File: src/rtl/rst_seq_ctrl_if.sv
// rtl/rst_seq_ctrl_if.sv - software reset request and staggered channel reset bundle
interface rst_seq_ctrl_if #(
    parameter int NUM_CH = 4
);
    logic              sw_rst_req;
    logic [NUM_CH-1:0] ch_rst_n;
    logic              rst_done;

    modport master (
        input  sw_rst_req,
        output ch_rst_n,
        output rst_done
    );

    modport slave (
        output sw_rst_req,
        input  ch_rst_n,
        input  rst_done
    );
endinterface

File: src/rtl/rst_seq_ctrl.sv
// rtl/rst_seq_ctrl.sv - multi-channel reset sequencer with synchronised release and stagger
module rst_seq_ctrl #(
    parameter int NUM_STAGES = 2,
    parameter int NUM_CH     = 4,
    parameter int MIN_ASSERT = 16,
    parameter int STAGGER    = 8
) (
    input  logic             clk,
    input  logic             rst,
    rst_seq_ctrl_if.master   bus
);
    localparam int CMAX = (MIN_ASSERT > STAGGER) ? MIN_ASSERT : STAGGER;
    localparam int CW   = $clog2(CMAX + 1);
    localparam int IW   = $clog2(NUM_CH + 1);
    localparam int SW   = NUM_STAGES - 1;

    localparam logic [CW-1:0]     HOLD_LAST = CW'(MIN_ASSERT - 1);
    localparam logic [CW-1:0]     STAG_LAST = CW'(STAGGER - 1);
    localparam logic [IW-1:0]     IDX_LAST  = IW'(NUM_CH - 1);
    localparam logic [SW-1:0]     SYNC_ONE  = SW'(1);
    localparam logic [NUM_CH-1:0] CH_ONE    = NUM_CH'(1);

    typedef enum logic [1:0] {SYNC, HOLD, REL, DONE} state_t;

    state_t            state, state_nxt;
    logic [SW-1:0]     sync;
    logic              sync_ok;
    logic [CW-1:0]     cnt, cnt_nxt;
    logic [IW-1:0]     idx, idx_nxt;
    logic [NUM_CH-1:0] ch_q, ch_nxt;
    logic              done_q, done_nxt;

    // The state register is the last synchroniser stage: leaving SYNC
    // happens on the edge where the deassertion reaches stage NUM_STAGES.
    assign sync_ok = sync[SW-1];

    always_ff @(posedge clk or negedge rst) begin
        if (!rst) begin
            sync   <= '0;
            state  <= SYNC;
            cnt    <= '0;
            idx    <= '0;
            ch_q   <= '0;
            done_q <= 1'b0;
        end else begin
            sync   <= (sync << 1) | SYNC_ONE;
            state  <= state_nxt;
            cnt    <= cnt_nxt;
            idx    <= idx_nxt;
            ch_q   <= ch_nxt;
            done_q <= done_nxt;
        end
    end

    always_comb begin
        state_nxt = state;
        cnt_nxt   = cnt;
        idx_nxt   = idx;
        ch_nxt    = ch_q;
        done_nxt  = done_q;

        case (state)
            SYNC: begin
                if (sync_ok) begin
                    state_nxt = HOLD;
                    cnt_nxt   = '0;
                end
            end
            HOLD: begin
                if (cnt == HOLD_LAST) begin
                    ch_nxt    = ch_q | CH_ONE;
                    cnt_nxt   = '0;
                    idx_nxt   = IW'(1);
                    if (NUM_CH == 1) begin
                        state_nxt = DONE;
                        done_nxt  = 1'b1;
                    end else begin
                        state_nxt = REL;
                    end
                end else begin
                    cnt_nxt = cnt + 1'b1;
                end
            end
            REL: begin
                if (cnt == STAG_LAST) begin
                    ch_nxt  = ch_q | (CH_ONE << idx);
                    cnt_nxt = '0;
                    idx_nxt = idx + 1'b1;
                    if (idx == IDX_LAST) begin
                        state_nxt = DONE;
                        done_nxt  = 1'b1;
                    end
                end else begin
                    cnt_nxt = cnt + 1'b1;
                end
            end
            DONE: begin
            end
            default: state_nxt = SYNC;
        endcase

        // A software request restarts the hold window; ignored until synchronised.
        if (state != SYNC && bus.sw_rst_req) begin
            state_nxt = HOLD;
            cnt_nxt   = '0;
            idx_nxt   = '0;
            ch_nxt    = '0;
            done_nxt  = 1'b0;
        end
    end

    assign bus.ch_rst_n = ch_q;
    assign bus.rst_done = done_q;
endmodule

File: src/flat_wrapper.sv
// flat-port wrapper written by rule: the top's interface ports become plain ports
module rst_seq_ctrl_flat 
#(
    parameter int NUM_STAGES = 2,
    parameter int NUM_CH     = 4,
    parameter int MIN_ASSERT = 16,
    parameter int STAGGER    = 8
)
  (clk, rst, bus_sw_rst_req, bus_ch_rst_n, bus_rst_done);
  rst_seq_ctrl_if #(.NUM_CH(NUM_CH)) bus_i ();
  input  logic clk;
  input  logic rst;
  input wire logic [$bits(bus_i.sw_rst_req)-1:0] bus_sw_rst_req;
  output wire logic [$bits(bus_i.ch_rst_n)-1:0] bus_ch_rst_n;
  output wire logic [$bits(bus_i.rst_done)-1:0] bus_rst_done;
  assign bus_i.sw_rst_req = bus_sw_rst_req;
  assign bus_ch_rst_n = bus_i.ch_rst_n;
  assign bus_rst_done = bus_i.rst_done;
  rst_seq_ctrl #(.NUM_STAGES(NUM_STAGES), .NUM_CH(NUM_CH), .MIN_ASSERT(MIN_ASSERT), .STAGGER(STAGGER)) u_core (.clk(clk), .rst(rst), .bus(bus_i));
endmodule
File: config.mk
export PLATFORM = sky130hd
export DESIGN_NAME = rst_seq_ctrl_flat
export DESIGN_NICKNAME = d
export VERILOG_FILES = /design/src/rtl/rst_seq_ctrl_if.sv /design/src/rtl/rst_seq_ctrl.sv /design/src/flat_wrapper.sv
export SDC_FILE = /design/constraint.sdc
export NUM_CORES = 1
export LEC_CHECK = 0
export ABC_AREA = 1
export BUFFER_PORTS_ARGS = -buffer_cell sky130_fd_sc_hd__buf_2
export CORE_MARGIN = 5
export CORE_UTILIZATION = 50
export CTS_BUF_LIST = sky130_fd_sc_hd__clkbuf_8
export DETAILED_ROUTE_END_ITERATION = 12
export HOLD_SLACK_MARGIN = 0.05
export PLACE_DENSITY = 0.68
export SLEW_MARGIN = 25
export SYNTH_ARGS = -nofsm -noshare
export SYNTH_HDL_FRONTEND = slang
export SYNTH_SLANG_ARGS = --single-unit
File: constraint.sdc
create_clock -name clk -period 3.4 [get_ports clk]
set_input_delay 0.17 -clock clk [delete_from_list [all_inputs] [get_ports clk]]
set_output_delay 0.17 -clock clk [all_outputs]
set_load 0.02 [all_outputs]
# [Word-level counts from Yosys, hierarchy flattened]
# Index checks and enable logic that the tools add are counted.
[op_classes] n_addsub=2 eq_ne=10 n_shift=1 n_mux=23 bitwise_logic=1 n_reduce_logical=13
[ops] cell="$mux W5" n=4
[ops] cell="$pmux W5 S3" n=1
[ops] cell="$ne A3 B1 Y1 const B" n=4
[ops] cell="$mux W2" n=5
[ops] cell="$mux W3" n=3
[ops] cell="$reduce_and A3 Y1" n=3
[ops] cell="$mux W4" n=2
[ops] cell="$pmux W4 S2" n=1
[ops] cell="$reduce_bool A2 Y1" n=4
[ops] cell="$pmux W2 S3" n=1
[ops] cell="$pmux W3 S2" n=1
[ops] cell="$add A5 B1 Y5 const B" n=1
[ops] cell="$eq A5 B3 Y1 const B" n=1
[ops] cell="$eq A5 B4 Y1 const B" n=1
[ops] cell="$mux W1" n=5
[ops] cell="$reduce_and A5 Y1" n=1
[ops] cell="$or A4 B4 Y4" n=1
[ops] cell="$reduce_bool A4 Y1" n=1
[ops] cell="$shl A1 B3 Y4 const A" n=1
[ops] cell="$add A3 B1 Y3 const B" n=1
[ops] cell="$eq A3 B2 Y1 const B" n=1
[ops] cell="$reduce_bool A3 Y1" n=1
[ops] cell="$eq A2 B1 Y1 const B" n=1
[ops] cell="$eq A2 B2 Y1 const B" n=1
[ops] cell="4 further kinds" n=4
[totals] reg_bits=16 word_cells=57

# [Longest topological paths before layout]
# Gate-level depths: netlist of run 1.
[depth] word_depth=5 depth_mapped=12

# [Least setup slack after synthesis of run 1]
# No wires, ideal clock.
[synth_timing] path_kind="flip-flop to flip-flop" start="reg u_core.cnt[0]" end="reg u_core.state[1]" setup_time_ns=0.121 arrival_ns=1.361 t_required_ns=3.279 slack_ns=1.917 stages_incl_launch_ff=13 path_buffers=0 synth_period_minus_slack_ns=1.483 cell_sequence="dfrtp_1 > ha_1 > nand2_1 > nor2_1 > ha_1 > inv_1 > nand2_1 > inv_1 > nand2_1 > nand2_2 > clkinv_1 > nand3_1 > nand2_1"
[synth_via] elab_chain_len=3
[synth_rtl] item="from (decl)" line_no="rst_seq_ctrl.sv:28" source="logic [CW-1:0] cnt, cnt_nxt;"
[synth_rtl] item="from (signal assigned)" line_no="rst_seq_ctrl.sv:48" source="cnt <= cnt_nxt;"
[synth_rtl] item="$eq A5 B3 Y1 or $eq A5 B4 Y1 (tied branches)" line_no="rst_seq_ctrl.sv:85, rst_seq_ctrl.sv:70"
[synth_rtl] item="$ne A3 B1 Y1 (no line)"
[synth_rtl] item="$reduce_and A5 Y1 (no line) *"
[synth_rtl] item="to (signal assigned)" line_no="rst_seq_ctrl.sv:47" source="state <= state_nxt;"
[synth_rtl] item="to (decl)" line_no="rst_seq_ctrl.sv:25" source="state_t state, state_nxt;"
# Mark *: on every way between the ends. The rest lies on a longest branch, timed or not.
# A chain may end at the register's enable or synchronous reset.

# [Worst setup path in the final report of run 1]
[layout_timing] start="reg u_core.cnt[1]" end="reg u_core.state[1]"
# The elaborated chain is that of the path after synthesis.

==> results.toml, run 1 <==
[power]
power_switching_uw = 488
internal_power_uw = 543
leakage_uw = 0.000653
powerDensity_nw_per_um2 = 826
irDropWorstVdd_mv = 0.434
p_seq_share_pct = 27.7
p_sw_share_pct = 47.4
combPwrFrac_pct = 55.8
clkPwrFrac_pct = 16.5

[floorplan]
ios = 8
core_area_um2 = 2170
die_w_um = 57.4
start_util_pct = 51.8
rows = 17
die_h_um = 57.4
die_area_um2 = 3300

[layout]
area_delta_synth_final_pct = 11.0
diodes = 0
fin_cells = 184
nNetsFinal = 173
nFillCells = 215
drive_gt1_share_pct = 18.6

[critical_path]
cp.arrival_ps = 1770
reg2reg_slack_ps = 1770
worstReg2RegStart = "u_core.cnt[1]"
worstSetupEndpointType = "flop"
crit_chain = "ha_1 > nand2_1 > nor2_1 > ha_1 > inv_1 > nand2_1 > inv_1 > nand2_1 > nand2_2 > clkinv_1 > nand3_1 > nand2_1"
crit_required_ps = 3540
rr_worst_depth = 12
cpMostUsedCell = "nand2_1"
crit_path_max_fanout = 3
crit_path_top_delay_cell = "dfrtp_1"
crit_type = "flop to flop"
worst_setup_path_start_kind = "flop"
crit_path_max_incr_delay_ps = 390
startpoint = "u_core.cnt[1]"
r2r-end = "u_core.state[1]"

[global_routing]
grtUsageTotal_pct = 14.9
grt_max_degree = 17
grt-ovfl-total = 0
antenna_found_initial = 0
grt_pass1_vias = 929
grt_pass1_wl_um = 3850

[yosys]
syn_nets = 161
ys_ff_latch = 16
synth.distinct_cells = 25
yosysSeqAreaShare_pct = 35.6
mappedNetlistArea_um2 = 1120
avgSynthCellArea_um2 = 7.76
syn-instance-count = 145
synth_warnings = 0

[timing]
hold_viol = 0
finalSetupViolCount = 0
max_freq_ghz = 0.612
rsz0062_at_grt = "false"
clock_skew_ps = 2.96
period_share_pct = 48.0
min_period_ps = 1630
setup_tns_ps = 0
slew_violations = 0

[worst_hold_path]
hold_class = "input port to flop"
min_to = "u_core.idx[1]"
hold_depth = 4
hp-start = "bus_sw_rst_req"

[placed_design]
place_congestion = 0.881
dpl.hpwl_um = 1650
place_inst = 179
io_buffers = 7

[detailed_routing]
drc = 0
vias = 899
drt-initial-drc-count = 19
antenna_left = 0
drtPass1Iterations = 4
wl_per_cell_um = 11.4
via_per_inst = 4.89
wirelength_um = 2100

[cts]
htree_levels = 1
cts_tree = "yes"
cts.path.max_buffers = 2
cts-root-buf = "clkbuf_8"
cts_inserted_buffers = 3
clock_sinks = 16
clk_pin_slew_worst_paths_ps = 60
cts_setup_buffers = 0
clk_latency_ps = 250

[run_status]
status = "finished clean"

[run]
maxCapViolations = 0
## registers in the layout (all words and copies together), names as in the netlist
name / count
u_core.state: 2
u_core.sync: 1
u_core.cnt: 5
u_core.idx: 3
u_core.bus.rst_done: 1
u_core.bus.ch_rst_n: 4
## cells in the final DEF, fill, tap and decap left out, types with 3 or more instances in the layout
master / synthesis / routed
a21oi_1: 4 / 4
ha_1: 13 / 13
dfrtp_1: 16 / 16
inv_2: 5 / 5
a21oi_2: 3 / 3
nand2_2: 4 / 4
clkbuf_8: 0 / 4
nand2_1: 42 / 42
buf_2: 0 / 7
nand3_1: 7 / 7
nor2_1: 8 / 8
inv_1: 17 / 17
o21ai_1: 7 / 7
## critical path: cells and delay by family, from the launching register on
kind                     cells  cell delay, ps
buffers and inverters        3             230
adder cells (fa/ha/maj)      2             370
flip-flops                   1             390
AND/OR/NAND/NOR              7             530
## cell usage after synthesis, drive strengths merged
cell type  count  area [µm²]
buf            1        11.3
nor2           9        36.3
o21a           1        7.51
nand3b         1        11.3
o21bai         2        15.0
conb           1        3.75
nand2         48         205
a21oi          7        46.3
o211ai         1        7.51
dfrtp         16         400
nand3          8        52.6
nor3           2        10.0
clkinv         1        3.75
a21boi         2        15.0
o21ai         10        53.8
inv           22        82.6
ha            13         163
## power by group through the flow
stage               Sequential [µW]  Clock (µW)  Combinational (µW)
floorplan                       308           0                 441
global placement                288           0                 566
detailed placement              290           0                 573
CTS                             287         177                 580
global route                    295         189                 660
finish                          286         170                 576
## through the flow
| stage | utilization (%) | instance area [µm²] | setup WS [ps] | hold WS, ps | power [µW] |
|---|---|---|---|---|---|
| after floorplan | - | 1120 | 1920 | -126 | 749 |
| after global routing | 57.6 | 1250 | 1580 | 322 | 1140 |
| final | 57.6 | 1250 | 1770 | 314 | 1030 |
| after global placement | 54.6 | 1180 | 1800 | 105 | 854 |
| after CTS | 57.6 | 1250 | 1750 | 320 | 1040 |
| after detailed placement | 54.6 | 1180 | 1770 | 106 | 864 |
## how the worst max path moves through the flow
stage | endpoint | slack (ps) | cells past startpoint
3_3_place_gp | u_core.state[1] | 1800 | 12
3_5_place_dp | u_core.state[1] | 1770 | 12
4_1_cts | u_core.state[1] | 1750 | 12
6_report | u_core.state[1] | 1770 | 12
2_1_floorplan | u_core.state[1] | 1920 | 12
5_1_grt | u_core.state[0] | 1580 | 12
## cell type report
class	count	area (µm²)	share of cell area, %
multi-input combinational	105	627	50.2
sequential	16	400	32.1
inverter	23	86.3	6.91
clock buffer	4	55.1	4.41
timing repair buffer	8	45.0	3.61
tap	28	35.0	2.81
## routing by layer
layer  track usage [%]  vias up  wire length (µm)
met5                 0        -                 0
met4              7.95        0                61
met3              3.39        7                58
met2              25.6       10              1020
met1              16.9      408               962
li1                  -      474                 -
## timing repair
| action | CTS | global route |
|---|---|---|
| resized for setup | 0 | 0 |
| hold buffers | 1 | 0 |
| hold endpoints to repair | 16 | 0 |
## cell families after synthesis
kind of cell             count (synthesis)  share of synthesized area, %
buffers and inverters                   24                          8.68
other                                    1                         0.333
AO/OA/AOI/OAI                           23                          12.9
flip-flops                              16                          35.6
adder cells (fa/ha/maj)                 13                          14.5
AND/OR/NAND/NOR                         68                          28.0
Note: power is estimated with default switching activity, not from simulation.
==> run 2, diff against run 1 <==
ABC_AREA = 0   (was 1)
clock period = 1.7 ns   (was 3.4 ns; I/O delays follow)
==> results.toml, run 2 <==
[yosys]
yosysMostFrequentCell = "dfrtp_1"
ys_async_sr_fraction_pct = 100
ys_ff_latch = 16
syn_nets = 120
yosysTopAreaCell = "dfrtp_1"
avgSynthCellArea_um2 = 10.2
mappedNetlistArea_um2 = 1060
synth_area_leaders = "dfrtp_1, ha_1, a21oi_1"
synth_top_area_share_pct = 37.7
ys_top_cells_by_count = "dfrtp_1, ha_1, inv_1"
yosysSeqAreaShare_pct = 37.7
syn-instance-count = 104
synth.distinct_cells = 37
synth-edff-count = 0
synth_warnings = 0
ys.flop_type = "dfrtp_1"

[floorplan]
die_area_um2 = 3140
start_util_pct = 53.0
ios = 8
die_h_um = 56.1
rows = 16
core_area_um2 = 2000
die_w_um = 56.1

[layout]
largest_register_ffs = 5
layout_common_cells = "dfrtp_1, buf_4, ha_1"
diodes = 0
drive_gt1_share_pct = 37.8
nNetsFinal = 144
nFillCells = 174
fin_util_pct = 66.8
regMostFlops = "u_core.cnt"
area_delta_synth_final_pct = 26.1
fin_area_um2 = 1340
layout_commonest_cell = "dfrtp_1"

[power]
internal_power_uw = 1070
leakage_uw = 0.000612
p_sw_share_pct = 38.5
combPwrFrac_pct = 50.0
p_seq_share_pct = 29.8
powerDensity_nw_per_um2 = 1300
power_switching_uw = 669
irDropWorstVdd_mv = 0.906
clkPwrFrac_pct = 20.3

[critical_path]
r2r-end = "u_core.state[1]"
worstReg2RegStart = "u_core.cnt[1]"
crit_path_top_delay_cell = "dfrtp_1"
rr_worst_depth = 8
worstSetupEndpointType = "flop"
crit_path_max_incr_delay_ps = 390
crit_required_ps = 1850
reg2reg_slack_ps = 70
cp.arrival_ps = 1780
crit_chain = "ha_2 > nand3_2 > inv_2 > ha_4 > nand2b_4 > and3_4 > o21ba_4 > a21o_1"
crit_path_max_fanout = 5
crit_type = "flop to flop"
worst_setup_path_start_kind = "flop"

[timing]
slew_violations = 0
clock_skew_ps = 4.08
hold_viol = 0
min_period_ps = 1630
fin_ws_ps = 68.6
finalSetupViolCount = 0
max_freq_ghz = 0.613
period_share_pct = 96.0

[detailed_routing]
drc = 0
via_per_inst = 5.64
wl_per_cell_um = 15.2
wirelength_um = 2350
antenna_left = 0
drt-initial-drc-count = 10
vias = 869
drtPass1Iterations = 4

[placed_design]
io_buffers = 7
dpl_worst_slack_ps = 8.82
place_area_um2 = 1200
dpl.hpwl_um = 1680
place_congestion = 0.825

[cts]
clock_sinks = 16
clk_latency_ps = 250
htree_levels = 1
clk_pin_slew_worst_paths_ps = 70
cts.path.max_buffers = 2
cts_inserted_buffers = 3
cts-root-buf = "clkbuf_8"
cts_tree = "yes"

[global_routing]
antenna_found_initial = 0
grt_max_degree = 17
grt-ovfl-total = 0
grtUsageTotal_pct = 16.1
grt_pass1_wl_um = 4000
grt_pass1_vias = 874

[run_status]
status = "finished clean"

[run]
maxCapViolations = 0

[worst_hold_path]
hold_class = "input port to async pin"
==> run 2: changes by cell type after synthesis, sizes merged, moves of 3 or more <==
cell | previous run | this run
nand3 | 8 | 5
o21ai | 10 | 3
a22o | 0 | 5
nand2b | 0 | 5
nand2 | 48 | 5
nor2 | 9 | 6
inv | 22 | 8
==> run 2: worst max-delay path by stage <==
stage                               start               to  slack [ps]  cells past startpoint
final                       u_core.cnt[1]  u_core.state[1]          70                      8
after global routing      u_core.state[0]    u_core.cnt[2]          -9                      6
after CTS                   u_core.cnt[0]  u_core.state[1]          10                      8
after detailed placement    u_core.cnt[0]  u_core.state[0]           9                      8
after global placement      u_core.cnt[0]  u_core.state[1]          40                      8
after floorplan             u_core.cnt[0]  u_core.state[1]          20                      8
==> run 2: final cells by class <==
cell class | count | area [µm²] | share of cell area [%]
multi-input cells | 78 | 676 | 50.5
flip-flops and latches | 16 | 400 | 29.9
repair buffers | 21 | 143 | 10.7
clock buffers | 4 | 55.1 | 4.12
well taps | 27 | 33.8 | 2.53
inverters | 8 | 30.0 | 2.25
==> run 2: critical path: cells and delay by family, from the launching register on <==
kind	cells	cell delay [ps]
compound gates	2	320
fa+ha+maj	2	360
buf+inv	1	50
flops	1	390
simple gates	3	410
==> run 2: power groups by stage <==
| stage | Combinational (µW) | Clock, µW | Sequential [µW] |
|---|---|---|---|
| CTS | 774 | 350 | 518 |
| floorplan | 482 | 0 | 547 |
| global route | 958 | 384 | 531 |
| global placement | 742 | 0 | 519 |
| finish | 869 | 352 | 517 |
| detailed placement | 762 | 0 | 526 |
==> run 2: timing repair <==
item,in CTS,in global routing
setup buffers,0,4
endpoints found under the hold margin,16,0
pin swaps,1,2
gates resized for setup,1,12
setup endpoints to repair,2,8
hold buffers,1,0
==> run 2: through the flow <==
| stage | cells | hold slack (ps) | total power (µW) | TNS, ps |
|---|---|---|---|---|
| 4_1_cts | 150 | 290 | 1640 | 0 |
| 2_1_floorplan | 104 | -211 | 1030 | 0 |
| 6_report | 154 | 281 | 1740 | 0 |
| 3_5_place_dp | 145 | 24.8 | 1290 | 0 |
| 3_3_place_gp | 145 | 18.0 | 1260 | 0 |
| 5_1_grt | 154 | 331 | 1870 | -11.0 |
==> run 2: logic make-up (layout without fill, tap and decap cells) <==
group / Yosys count / count (layout) / synth area share [%]
adder cells (fa/ha/maj): 13 / 13 / 15.3
flip-flops: 16 / 16 / 37.7
AND/OR/NAND/NOR: 31 / 31 / 18.0
AO/OA/AOI/OAI: 31 / 31 / 22.9
buffers and inverters: 10 / 33 / 3.54
multiplexers: 2 / 2 / 2.12
other: 1 / 1 / 0.353
==> run 2: routing by layer <==
metal | track usage (%) | vias to the layer above | part of all wire [%]
li1 | - | 425 | -
met5 | 0 | - | 0
met3 | 3.48 | 5 | 2.9
met1 | 21.2 | 429 | 45
met2 | 26.2 | 10 | 50
met4 | 5.08 | 0 | 1.3
